`config.mk`:
```
export PLATFORM = sky130hd
export DESIGN_NAME = serial_subtractor
export DESIGN_NICKNAME = d
export VERILOG_FILES = /design/src/rtl/serial_subtractor_pkg.sv /design/src/rtl/serial_subtractor_sub_digit.sv /design/src/rtl/serial_subtractor.sv
export SDC_FILE = /design/constraint.sdc
export NUM_CORES = 1
export LEC_CHECK = 0
export CAP_MARGIN = 30
export CORE_MARGIN = 3
export CORE_UTILIZATION = 56
export DETAILED_ROUTE_END_ITERATION = 8
export PLACE_DENSITY = 0.85
export SKIP_LAST_GASP = 1
export SYNTH_ARGS = -nofsm -noshare
export SYNTH_HDL_FRONTEND = slang
export SYNTH_SLANG_ARGS = --single-unit
```
`constraint.sdc`:
```
create_clock -name clk -period 2.53 [get_ports clk]
set_input_delay 0.253 -clock clk [delete_from_list [all_inputs] [get_ports clk]]
set_output_delay 0.253 -clock clk [all_outputs]
set_load 0.005 [all_outputs]
```
`src/rtl/serial_subtractor_pkg.sv`:
```
// serial_subtractor_pkg
// Shared definitions for the digit-serial subtractor and its adder companion.
//   WIDTH_DEFAULT : default operand width of the adder/subtractor pair
//   state_t       : sequencing states of the subtractor (IDLE, RUN, DONE)
//   deinterleave  : pulls the even (a) or odd (b) bits out of the interleaved
//                   operand bus; also used by the adder testbench
package serial_subtractor_pkg;

   localparam int WIDTH_DEFAULT = 12;

   typedef enum logic [1:0] {
      IDLE = 2'd0,
      RUN  = 2'd1,
      DONE = 2'd2
   } state_t;

   // Operand bus layout is bus[2i] = a[i], bus[2i+1] = b[i]; odd selects b.
   function automatic logic [WIDTH_DEFAULT-1:0] deinterleave(
      input logic [2*WIDTH_DEFAULT-1:0] bus,
      input logic                       odd
   );
      logic [WIDTH_DEFAULT-1:0] r;
      r = '0;
      for (int i = 0; i < WIDTH_DEFAULT; i++) begin
         r[i] = bus[2*i + (odd ? 1 : 0)];
      end
      return r;
   endfunction

endpackage

```
`src/rtl/serial_subtractor_sub_digit.sv`:
```
// sub_digit
// Combinational DIGIT-bit ripple-borrow subtractor computing a_d - b_d - bin.
// Ports:
//   a_d, b_d : DIGIT-bit minuend / subtrahend digit
//   bin      : borrow in from the previous (less significant) digit
//   d        : difference digit
//   bout     : borrow out of the digit's top bit
//   bin_msb  : borrow into the digit's top bit (feeds signed-overflow detection)
module sub_digit #(
   parameter int DIGIT = 1
) (
   input  logic [DIGIT-1:0] a_d,
   input  logic [DIGIT-1:0] b_d,
   input  logic             bin,
   output logic [DIGIT-1:0] d,
   output logic             bout,
   output logic             bin_msb
);

   logic [DIGIT:0] chain;

   // Classic full-subtractor ripple: a bit borrows when b exceeds a, or when
   // they are equal and a borrow is already coming in from below.
   always_comb begin
      chain    = '0;
      d        = '0;
      chain[0] = bin;
      for (int i = 0; i < DIGIT; i++) begin
         d[i]       = a_d[i] ^ b_d[i] ^ chain[i];
         chain[i+1] = (~a_d[i] & b_d[i]) | (~(a_d[i] ^ b_d[i]) & chain[i]);
      end
   end

   assign bout    = chain[DIGIT];
   assign bin_msb = chain[DIGIT-1];

endmodule

```
`src/rtl/serial_subtractor.sv`:
```
// serial_subtractor
// Digit-serial (LSB first) unsigned subtractor computing a - b with a
// registered borrow chain; the round-trip partner of the parallel adder.
// Optional feature: define SERIAL_SUBTRACTOR_OVF_EN to add the ovf output
// (signed two's-complement overflow, registered with OUTS).
// Ports:
//   clk       : rising-edge clock
//   rst       : synchronous active-high reset
//   in_valid  : operand bus valid
//   in_ready  : block is idle and can take operands (low while rst is high)
//   INPUTS    : interleaved operands, INPUTS[2i]=a[i], INPUTS[2i+1]=b[i]
//   out_valid : result valid, held until out_ready
//   out_ready : consumer accepts the result
//   OUTS      : {borrow_out, (a-b) mod 2^WIDTH}, kept until the next completion
//   ovf       : (macro only) signed overflow of a - b
// DIGIT must divide WIDTH; the operation takes WIDTH/DIGIT compute cycles.
module serial_subtractor
   import serial_subtractor_pkg::*;
#(
   parameter int WIDTH = WIDTH_DEFAULT,
   parameter int DIGIT = 1
) (
   input  logic               clk,
   input  logic               rst,
   input  logic               in_valid,
   output logic               in_ready,
   input  logic [2*WIDTH-1:0] INPUTS,
   output logic               out_valid,
   input  logic               out_ready,
   output logic [WIDTH:0]     OUTS
`ifdef SERIAL_SUBTRACTOR_OVF_EN
   ,
   output logic               ovf
`endif
);

   localparam int N  = WIDTH / DIGIT;
   localparam int CW = (N > 1) ? $clog2(N) : 1;

   state_t           state;
   state_t           next_state;
   logic [WIDTH-1:0] a_in;
   logic [WIDTH-1:0] b_in;
   logic [WIDTH-1:0] a_reg;
   logic [WIDTH-1:0] b_reg;
   logic [WIDTH-1:0] res;
   logic [WIDTH-1:0] res_next;
   logic             borrow;
   logic [CW-1:0]    count;
   logic             last_digit;
   logic [DIGIT-1:0] d;
   logic             bout;
`ifdef SERIAL_SUBTRACTOR_OVF_EN
   logic             bin_msb;
`endif

   // Split the interleaved bus; the shared helper covers the standard width,
   // any other width falls back to an explicit bit loop.
   generate
      if (WIDTH == WIDTH_DEFAULT) begin : g_pkg_split
         assign a_in = deinterleave(INPUTS, 1'b0);
         assign b_in = deinterleave(INPUTS, 1'b1);
      end else begin : g_loop_split
         for (genvar i = 0; i < WIDTH; i++) begin : g_bit
            assign a_in[i] = INPUTS[2*i];
            assign b_in[i] = INPUTS[2*i+1];
         end
      end
   endgenerate

   // The operand registers shift right each cycle, so the current digit is
   // always at the bottom and no count-indexed multiplexer is needed.
   sub_digit #(.DIGIT(DIGIT)) u_digit (
      .a_d     (a_reg[DIGIT-1:0]),
      .b_d     (b_reg[DIGIT-1:0]),
      .bin     (borrow),
      .d       (d),
      .bout    (bout),
`ifdef SERIAL_SUBTRACTOR_OVF_EN
      .bin_msb (bin_msb)
`else
      .bin_msb ()
`endif
   );

   assign last_digit = (count == CW'(N - 1));

   // New digits enter at the top of the result register; after N shifts the
   // first digit has walked down to bit 0 and the word is in place.
   assign res_next = (res >> DIGIT) | (WIDTH'(d) << (WIDTH - DIGIT));

   // State register: reset wins over everything, including a pending result.
   always_ff @(posedge clk) begin
      if (rst) begin
         state <= IDLE;
      end else begin
         state <= next_state;
      end
   end

   // Next-state and handshake outputs. in_ready is masked by rst so nothing
   // can be accepted on the reset edge; DONE returns to IDLE without
   // re-accepting in the same cycle.
   always_comb begin
      next_state = state;
      in_ready   = 1'b0;
      out_valid  = 1'b0;
      case (state)
         IDLE: begin
            in_ready = ~rst;
            if (in_valid) begin
               next_state = RUN;
            end
         end
         RUN: begin
            if (last_digit) begin
               next_state = DONE;
            end
         end
         DONE: begin
            out_valid = 1'b1;
            if (out_ready) begin
               next_state = IDLE;
            end
         end
         default: next_state = IDLE;
      endcase
   end

   // Datapath: capture operands on accept, step one digit per RUN cycle and
   // publish the finished word on the edge that handles the last digit.
   // OUTS is only written at completion, so it survives the handshake.
   always_ff @(posedge clk) begin
      if (rst) begin
         a_reg  <= '0;
         b_reg  <= '0;
         res    <= '0;
         borrow <= 1'b0;
         count  <= '0;
         OUTS   <= '0;
`ifdef SERIAL_SUBTRACTOR_OVF_EN
         ovf    <= 1'b0;
`endif
      end else begin
         case (state)
            IDLE: begin
               if (in_valid) begin
                  a_reg  <= a_in;
                  b_reg  <= b_in;
                  borrow <= 1'b0;
                  count  <= '0;
               end
            end
            RUN: begin
               a_reg  <= a_reg >> DIGIT;
               b_reg  <= b_reg >> DIGIT;
               res    <= res_next;
               borrow <= bout;
               count  <= count + 1'b1;
               if (last_digit) begin
                  OUTS <= {bout, res_next};
`ifdef SERIAL_SUBTRACTOR_OVF_EN
                  ovf  <= bin_msb ^ bout;
`endif
               end
            end
            default: begin
            end
         endcase
      end
   end

endmodule

```
# Word level (Yosys, flattened, before mapping)
# Cells that the tools add are included.
# Widths: inputs -> output; s select.
# word_totals
ff_bits	56
in_bits	28
out_inout_bits	15
wordCells	42
# op_classes
addsub	1
eq_ne	6
muxes	14
bitwise_logic	9
n_reduce_logical	5
# ops
cell	count
$pmux 12 s2	2
$mux 12	2
$or 11x12->12	1
$pmux 4 s2	1
$mux 2	3
$ne 2x2->1 const B	3
$pmux 2 s3	1
$add 4x1->4 const B	1
$eq 4x4->1 const B	1
$mux 4	1
$reduce_and 2->1	2
$mux 1	3
$not 1->1	3
$reduce_and 3->1	1
$and 1x1->1	2
$eq 2x1->1 const B	1
$eq 2x2->1 const B	1
$logic_not 2->1	1
$pmux 1 s2	1
$reduce_bool 2->1	1
$xor 1x1->1	2
$or 1x1->1	1

# Logic depth before layout (Yosys ltp)
# Gate-level depths: netlist of the first run.
# depth
ltp_word	5
mapped_depth	7
depth_no_buf	4

# Modules after synthesis
# From an unflattened synthesis of the first run, not the netlist that was laid out.
# hier_totals
hier_cells	323
area_unflattened_um2	2661.3
# modules_own_cells
mod	n_inst	cells_each	area_each_um2	seq_area_each_um2
serial_subtractor	1	318	2622.5	1101.1
sub_digit	1	5	38.8	0.0

# Least setup slack after synthesis of the first run
# Ideal clock, no wire load.
# synth_timing
path_kind	register to register
start	reg count[0]
end	reg OUTS[12]
setup_ps	121
arrival_time_ps	1336
t_required_ps	2409
path_slack_ps	1073
path_stages_with_launch	6
period_less_slack_ps	1457
path_cell_list	dfxtp_1 -> ha_1 -> nor2b_1 -> and3_4 -> buf_6 -> mux2_2
# synth_between
elab_chain_cells	2
# synth_rtl
item	line_no	text
start, declared	serial_subtractor.sv:49	logic [CW-1:0] count;
start signal, assigned	serial_subtractor.sv:159	count <= count + 1'b1;
$eq 4x4->1	serial_subtractor.sv:86	assign last_digit = (count == CW'(N - 1));
$reduce_and 2->1 (no line)	--	
end signal, assigned	serial_subtractor.sv:161	OUTS <= {bout, res_next};
end, declared	serial_subtractor.sv:30	output logic [WIDTH:0] OUTS
# No other way between the ends.
# A chain may end at the register's enable or synchronous reset.

# Worst setup path in the final report of the first run
# layout_timing
start	reg state[1]
end	out out_valid
# layout_between
elab_chain_cells	2
# layout_rtl
item	line_no	text
start, declared	serial_subtractor.sv:40	state_t state;
start signal, assigned	serial_subtractor.sv:97	state <= next_state;
$eq 2x2->1	serial_subtractor.sv:108	case (state)
$mux 1	serial_subtractor.sv:108	
end, declared	serial_subtractor.sv:28	output logic out_valid,
# No other way between the ends.

==> results.sh, run 1 <==
export IMPL_outcome="complete, no violations"
export IMPL_worst_endpoint_required_ps=2280
export IMPL_critPathMaxStageDelay_ps=530
export IMPL_whs_path_depth=2
export IMPL_totalNegativeSetupSlack_ps=0
export IMPL_r2r_start="count[0]$_SDFFE_PP0P_"
export IMPL_power_density_cell_area_mw_per_mm2=603
export IMPL_worst_ir_drop_vdd_mv=0.302
export IMPL_ant_nets=0
export IMPL_synth_sequential_area_ratio_pct=45.9
export IMPL_skew_ps=7.47
export IMPL_clock_root_buffer="clkbuf_8"
export IMPL_hold_path_startpoint="rst"
export IMPL_final_period_utilization_pct=71.5
export IMPL_tightest_slew_ps=709
export IMPL_clk_transition_reported_paths_ps=100
export IMPL_worst_slew_margin_rel_pct=52.7
export IMPL_busiest_layer="met2"
export IMPL_cts_hold_buffers_added=0
export IMPL_synth_cells=269
export IMPL_gr_usage_met2_pct=33.0
export IMPL_fp_coreArea_sq_mm=0.00406
export IMPL_timing_hold_worst_class="input pin to flop"
export IMPL_ys_warn_count=0
export IMPL_cts_resized_gates=0
export IMPL_synth_main_ff_cell="dfxtp_1"
export IMPL_regToRegEndpoint="OUTS[12]$_SDFFE_PP0P_"
export IMPL_synthesis_nets=299
export IMPL_critical_path_arrival_ps=1550
export IMPL_cellLeakagePower_nw=1.02
export IMPL_width_of_the_die_microns=71.4
export IMPL_dr_total_vias=1960
export IMPL_setup_slack_ps=722
export IMPL_async_reset_ff_share_pct=0
export IMPL_via_per_instance_ratio=5.60
export IMPL_global_route_wire_length_before_repair_microns=8340
export IMPL_layout_area_overhead_vs_synth_pct=21.1
export IMPL_grt_start_max_net_pins=45
export IMPL_reg2regPathDepth=4
export IMPL_finish_utilization_pct=71.6
export IMPL_design_final_nets=329
export IMPL_finalWirelength_microns=4910
export IMPL_finalNonFillerCells=350
export IMPL_largest_register_ffs=13
export IMPL_reg2reg_slack_ps=820
export IMPL_setup_violations_final=0
export IMPL_timing_critical_path_fanout_max=8
export IMPL_grt_overflow_total=0
export IMPL_antenna_found_initial=0
export IMPL_post_cts_setup_buffers=0
export IMPL_synthesis_area_per_instance_sq_um=8.91
export IMPL_hold_ws_ps=350
export IMPL_critPathTopFamily="buffers and inverters"
export IMPL_clockBufferDepth=2
export IMPL_grt_use_met1_pct=26.4
export IMPL_crit_path_cell_trace="nor2b_1 -> clkdlybuf4s50_1"
export IMPL_power_total_mw=1.75
export IMPL_cts_tree="built"
export IMPL_num_io_pins=43
export IMPL_grt_setup_unrepaired="false"
export IMPL_full_die_area_sq_mm=0.00510
export IMPL_dp_cells=342
export IMPL_num_fill_cells=324
export IMPL_synth_edf_count=0
export IMPL_crit_type="flop to primary output"
export IMPL_worstSetupStartpointType="flop"
export IMPL_clkSinkCount=55
export IMPL_synth_top_area_cell="dfxtp_1"
export IMPL_initial_cell_density_of_the_core_pct=59.1
export IMPL_detail_route_first_pass_iterations=4
export IMPL_clk_latency_ps=310
export IMPL_num_rows=23
export IMPL_die_h_microns=71.4
export IMPL_drt_iter0_markers=109
export IMPL_wl_per_cell_microns=14.0
export IMPL_yosys_top_cells_area="dfxtp_1 (46%), nor2_1 (7.2%), nand2b_1 (6.8%), a211oi_1 (6.6%), o2bb2ai_1 (5.8%)"
export IMPL_placement_io_buffers=42
export IMPL_routabilityCongestion=0.764
export IMPL_final_layout_size_suffix_gt1_share_pct=6.00
export IMPL_htreeDepth=2
export IMPL_period_minus_slack_ps=1810
export IMPL_count_of_buffering_cells_on_the_critical_path_with_inverters_included=1
export IMPL_dp_hpwl_microns=3090
export IMPL_max_slew_violation_count=0
export IMPL_remaining_drc_errors=0
export IMPL_synth_top_area_share_pct=45.9
export IMPL_hold_violations=0
export IMPL_grt_pass1_vias=1856
export IMPL_mappedNetlistArea_sq_mm=0.00240
export IMPL_dp_slack_ps=590
export IMPL_grt_util_met3_pct=5.05
export IMPL_dpl_instance_area_sq_mm=0.00278
export IMPL_synth_cell_type_count=32
export IMPL_antenna_cells_inserted=0
export IMPL_finalInstanceArea_sq_mm=0.00290
export IMPL_capturing_element_type_of_the_critical_path="primary output"
export IMPL_grt_usage_pct=20.2
export IMPL_tritoncts_num_buffers=5
export IMPL_yosys_register_bits=55
export IMPL_fmax_mhz=553
export IMPL_hold_path_endpoint="res[4]$_SDFFE_PP0P_"
export IMPL_max_cap_violations=0
export IMPL_critPathSlowestCell="clkdlybuf4s50_1"
metal layers:
metal  share of wire, %  routed length, microns
met4                1.1                      54
met2                 49                    2390
met1                 45                    2210
met5                  0                       0
met3                5.0                     244
worst max-delay path by stage:
stage / from / end / slack, ps / depth (start not counted)
3_5_place_dp: in_valid / a_reg[10]$_SDFFE_PP0P_ / 590 / 4
2_1_floorplan: count[0]$_SDFFE_PP0P_ / OUTS[12]$_SDFFE_PP0P_ / 1070 / 5
5_1_grt: state[1]$_SDFFE_PP0P_ / out_valid / 650 / 2
6_report: state[1]$_SDFFE_PP0P_ / out_valid / 720 / 2
3_3_place_gp: in_valid / a_reg[0]$_SDFFE_PP0P_ / 690 / 4
4_1_cts: state[1]$_SDFFE_PP0P_ / out_valid / 740 / 2
final cells by class:
class | instances | area, sq um | area share [%]
multi-input cells | 186 | 1150 | 39.8
flip-flops and latches | 55 | 1100 | 37.9
repair buffers | 46 | 445 | 15.3
clock buffers | 6 | 82.6 | 2.84
well taps | 50 | 62.6 | 2.15
clock inverters | 2 | 38.8 | 1.34
inverters | 5 | 18.8 | 0.646
cells by family (layout without fill, tap and decap cells):
| group | Yosys count | after routing | share of synthesized area [%] |
|---|---|---|---|
| muxes | 14 | 14 | 5.90 |
| adders and majority gates | 2 | 2 | 1.36 |
| and+or+nand+nor | 105 | 105 | 20.6 |
| AOI/OAI and AO/OA | 65 | 65 | 20.4 |
| buffers and inverters | 28 | 59 | 5.90 |
| DFF | 55 | 55 | 45.9 |
synth_stat cells (all sizes together) (2+ instances only):
cell,count
clkbuf,13
nand3,2
buf,10
a21oi,11
o2bb2ai,16
nor2b,5
inv,5
a211oi,21
o22ai,6
nand2,23
dfxtp,55
mux2i,13
a32oi,3
nand2b,26
nor2,46
power breakdown:
part / total, mW / switching (mW) / leakage (nW) / internal (mW)
combinational: 0.201 / 0.100 / 0.505 / 0.101
clock: 0.623 / 0.297 / 0.0618 / 0.326
sequential: 0.928 / 0.0237 / 0.450 / 0.904
total: 1.75 / 0.420 / 1.02 / 1.33
cells in the final DEF (no fill, tap or decap), types with 2 or more instances in the layout:
cell type / n
a211oi_1: 21
nor2_1: 46
nor2b_1: 4
nand2b_1: 26
buf_4: 4
a32oi_1: 3
nand2_1: 23
o22ai_1: 6
clkbuf_8: 6
inv_1: 5
o2bb2ai_1: 16
dfxtp_1: 55
mux2i_1: 13
clkdlybuf4s50_1: 41
a21oi_1: 11
nand3_1: 2
(Power assumes the default switching activity.)
==> run 2, diff against run 1 <==
- CORE_UTILIZATION: 56 -> 52
- PLACE_DENSITY: 0.85 -> 0.8
- clock period: 2.53 -> 1.7 ns (I/O delays scaled with it)
==> run 2 against run 1 <==
Against the previous run: clock skew is 3.5 ps lower; die area rose by 7.0%; sequential share of layout area decreased by 0.66 points; critical path type unchanged; largest cell class unchanged; non-clock buffer count up 7; critical path depth is 1 higher; hold slack gained 16 ps; total power is 36% higher; final area up 1.9%.
==> results.sh, run 2 (synthesized netlist as in run 1, its figures left out) <==
export IMPL_critPathLaunch="state[0]$_SDFFE_PP0P_"
export IMPL_clk_latency_ps=300
export IMPL_hold_ws_ps=366
export IMPL_design_final_nets=336
export IMPL_tightest_slew_ps=720
export IMPL_num_rows=24
export IMPL_htreeDepth=2
export IMPL_capturing_element_type_of_the_critical_path="primary output"
export IMPL_num_io_pins=43
export IMPL_critPathMaxStageDelay_ps=510
export IMPL_antenna_cells_inserted=0
export IMPL_final_cell_mix="dfxtp_1 (54), nor2_1 (46), clkdlybuf4s50_1 (40)"
export IMPL_grt_start_max_net_pins=69
export IMPL_routabilityCongestion=0.800
export IMPL_fmax_mhz=625
export IMPL_global_route_wire_length_before_repair_microns=8310
export IMPL_outcome="complete, no violations"
export IMPL_clkSinkCount=55
export IMPL_power_density_cell_area_mw_per_mm2=807
export IMPL_reg2reg_slack_ps=190
export IMPL_detail_route_first_pass_iterations=4
export IMPL_cts_hold_buffers_added=0
export IMPL_drt_iter0_markers=108
export IMPL_totalNegativeSetupSlack_ps=0
export IMPL_worst_ir_drop_vdd_mv=0.546
export IMPL_width_of_the_die_microns=73.9
export IMPL_timing_hold_worst_class="input pin to flop"
export IMPL_dr_total_vias=2009
export IMPL_grt_pass1_vias=1967
export IMPL_skew_ps=3.97
export IMPL_whs_path_depth=3
export IMPL_grt_overflow_total=0
export IMPL_r2r_start="count[0]$_SDFFE_PP0P_"
export IMPL_largest_register_ffs=13
export IMPL_hold_path_endpoint="res[1]$_SDFFE_PP0P_"
export IMPL_critical_path_arrival_ps=1430
export IMPL_reg2regPathDepth=4
export IMPL_cts_tree="built"
export IMPL_hold_path_startpoint="rst"
export IMPL_finalWirelength_microns=4920
export IMPL_regToRegEndpoint="OUTS[12]$_SDFFE_PP0P_"
export IMPL_crit_path_cell_trace="buf_4 -> nor2b_2 -> clkdlybuf4s50_1"
export IMPL_final_layout_size_suffix_gt1_share_pct=8.14
export IMPL_grt_setup_unrepaired="false"
export IMPL_placement_io_buffers=42
export IMPL_clockBufferDepth=2
export IMPL_die_h_microns=73.9
export IMPL_dp_hpwl_microns=3300
export IMPL_power_total_mw=2.39
export IMPL_fp_coreArea_sq_mm=0.00441
export IMPL_final_period_utilization_pct=94.2
export IMPL_full_die_area_sq_mm=0.00546
export IMPL_initial_cell_density_of_the_core_pct=54.3
export IMPL_tritoncts_num_buffers=5
export IMPL_setup_violations_final=0
export IMPL_worst_slew_margin_rel_pct=51.9
export IMPL_mostFrequentLayoutCell="dfxtp_1"
export IMPL_post_cts_setup_buffers=0
export IMPL_crit_type="flop to primary output"
export IMPL_hold_violations=0
export IMPL_period_minus_slack_ps=1600
export IMPL_worstSetupStartpointType="flop"
export IMPL_clock_root_buffer="clkbuf_8"
export IMPL_via_per_instance_ratio=5.60
export IMPL_critPathTopFamily="buffers and inverters"
export IMPL_grt_usage_pct=19.2
export IMPL_count_of_buffering_cells_on_the_critical_path_with_inverters_included=2
export IMPL_max_slew_violation_count=0
export IMPL_layout_area_overhead_vs_synth_pct=23.4
export IMPL_ant_nets=0
export IMPL_max_cap_violations=0
export IMPL_remaining_drc_errors=0
export IMPL_wl_per_cell_microns=13.7
export IMPL_cellLeakagePower_nw=1.05
export IMPL_timing_critical_path_fanout_max=7
export IMPL_worst_endpoint_required_ps=1530
export IMPL_antenna_found_initial=0
export IMPL_clk_transition_reported_paths_ps=90
export IMPL_critPathSlowestCell="clkdlybuf4s50_1"
run 2: cell type report:
type	instances	area, sq um
Clock buffer	7	76.3
Clock inverter	1	5.00
Fill cell	373	1460
Inverter	5	18.8
Multi-Input combinational cell	186	1160
Sequential cell	55	1100
Tap cell	52	65.1
Timing Repair Buffer	53	534
run 2: how the worst max path moves through the flow:
stage / end / slack (ps) / depth (start not counted)
after CTS: out_valid / 50 / 3
final: out_valid / 100 / 3
after global routing: out_valid / 20 / 3
after detailed placement: a_reg[5]$_SDFFE_PP0P_ / 150 / 5
after global placement: OUTS[12]$_SDFFE_PP0P_ / 210 / 4
after floorplan: OUTS[12]$_SDFFE_PP0P_ / 240 / 5
run 2: worst register-to-register path, cell delays in order (launching register included):
cell and delay (ps):
dfxtp_1 380, ha_1 170, nor2b_1 290, and3_4 260, mux2_2 320
run 2: power breakdown:
| group | leakage (nW) | internal, mW | switching, mW |
|---|---|---|---|
| clock | 0.0422 | 0.290 | 0.391 |
| sequential | 0.450 | 1.35 | 0.0331 |
| combinational | 0.554 | 0.170 | 0.158 |
run 2: what timing repair did:
action | in CTS | in global routing
setup endpoints to repair | 2 | 1
endpoints found under the hold margin | 0 | 0
gates resized for setup | 2 | 1
run 2: per-stage QoR:
stage	instances	setup slack (ps)	area, sq um	utilization [%]
after floorplan	269	243	2400	-
after global placement	351	208	2880	65.1
after detailed placement	351	148	2880	65.1
after CTS	359	47.1	2960	67.0
after global routing	359	16.3	2960	67.0
final	359	99.3	2960	67.0
run 2: routing by layer:
layer	wire length, microns	share of wire [%]	up-vias	track usage (%)
met5	0	0	-	0
met4	62	1.3	0	6.24
met3	211	4.3	4	4.79
met2	2390	49	48	33.0
met1	2250	46	949	23.5
li1	-	-	1008	-
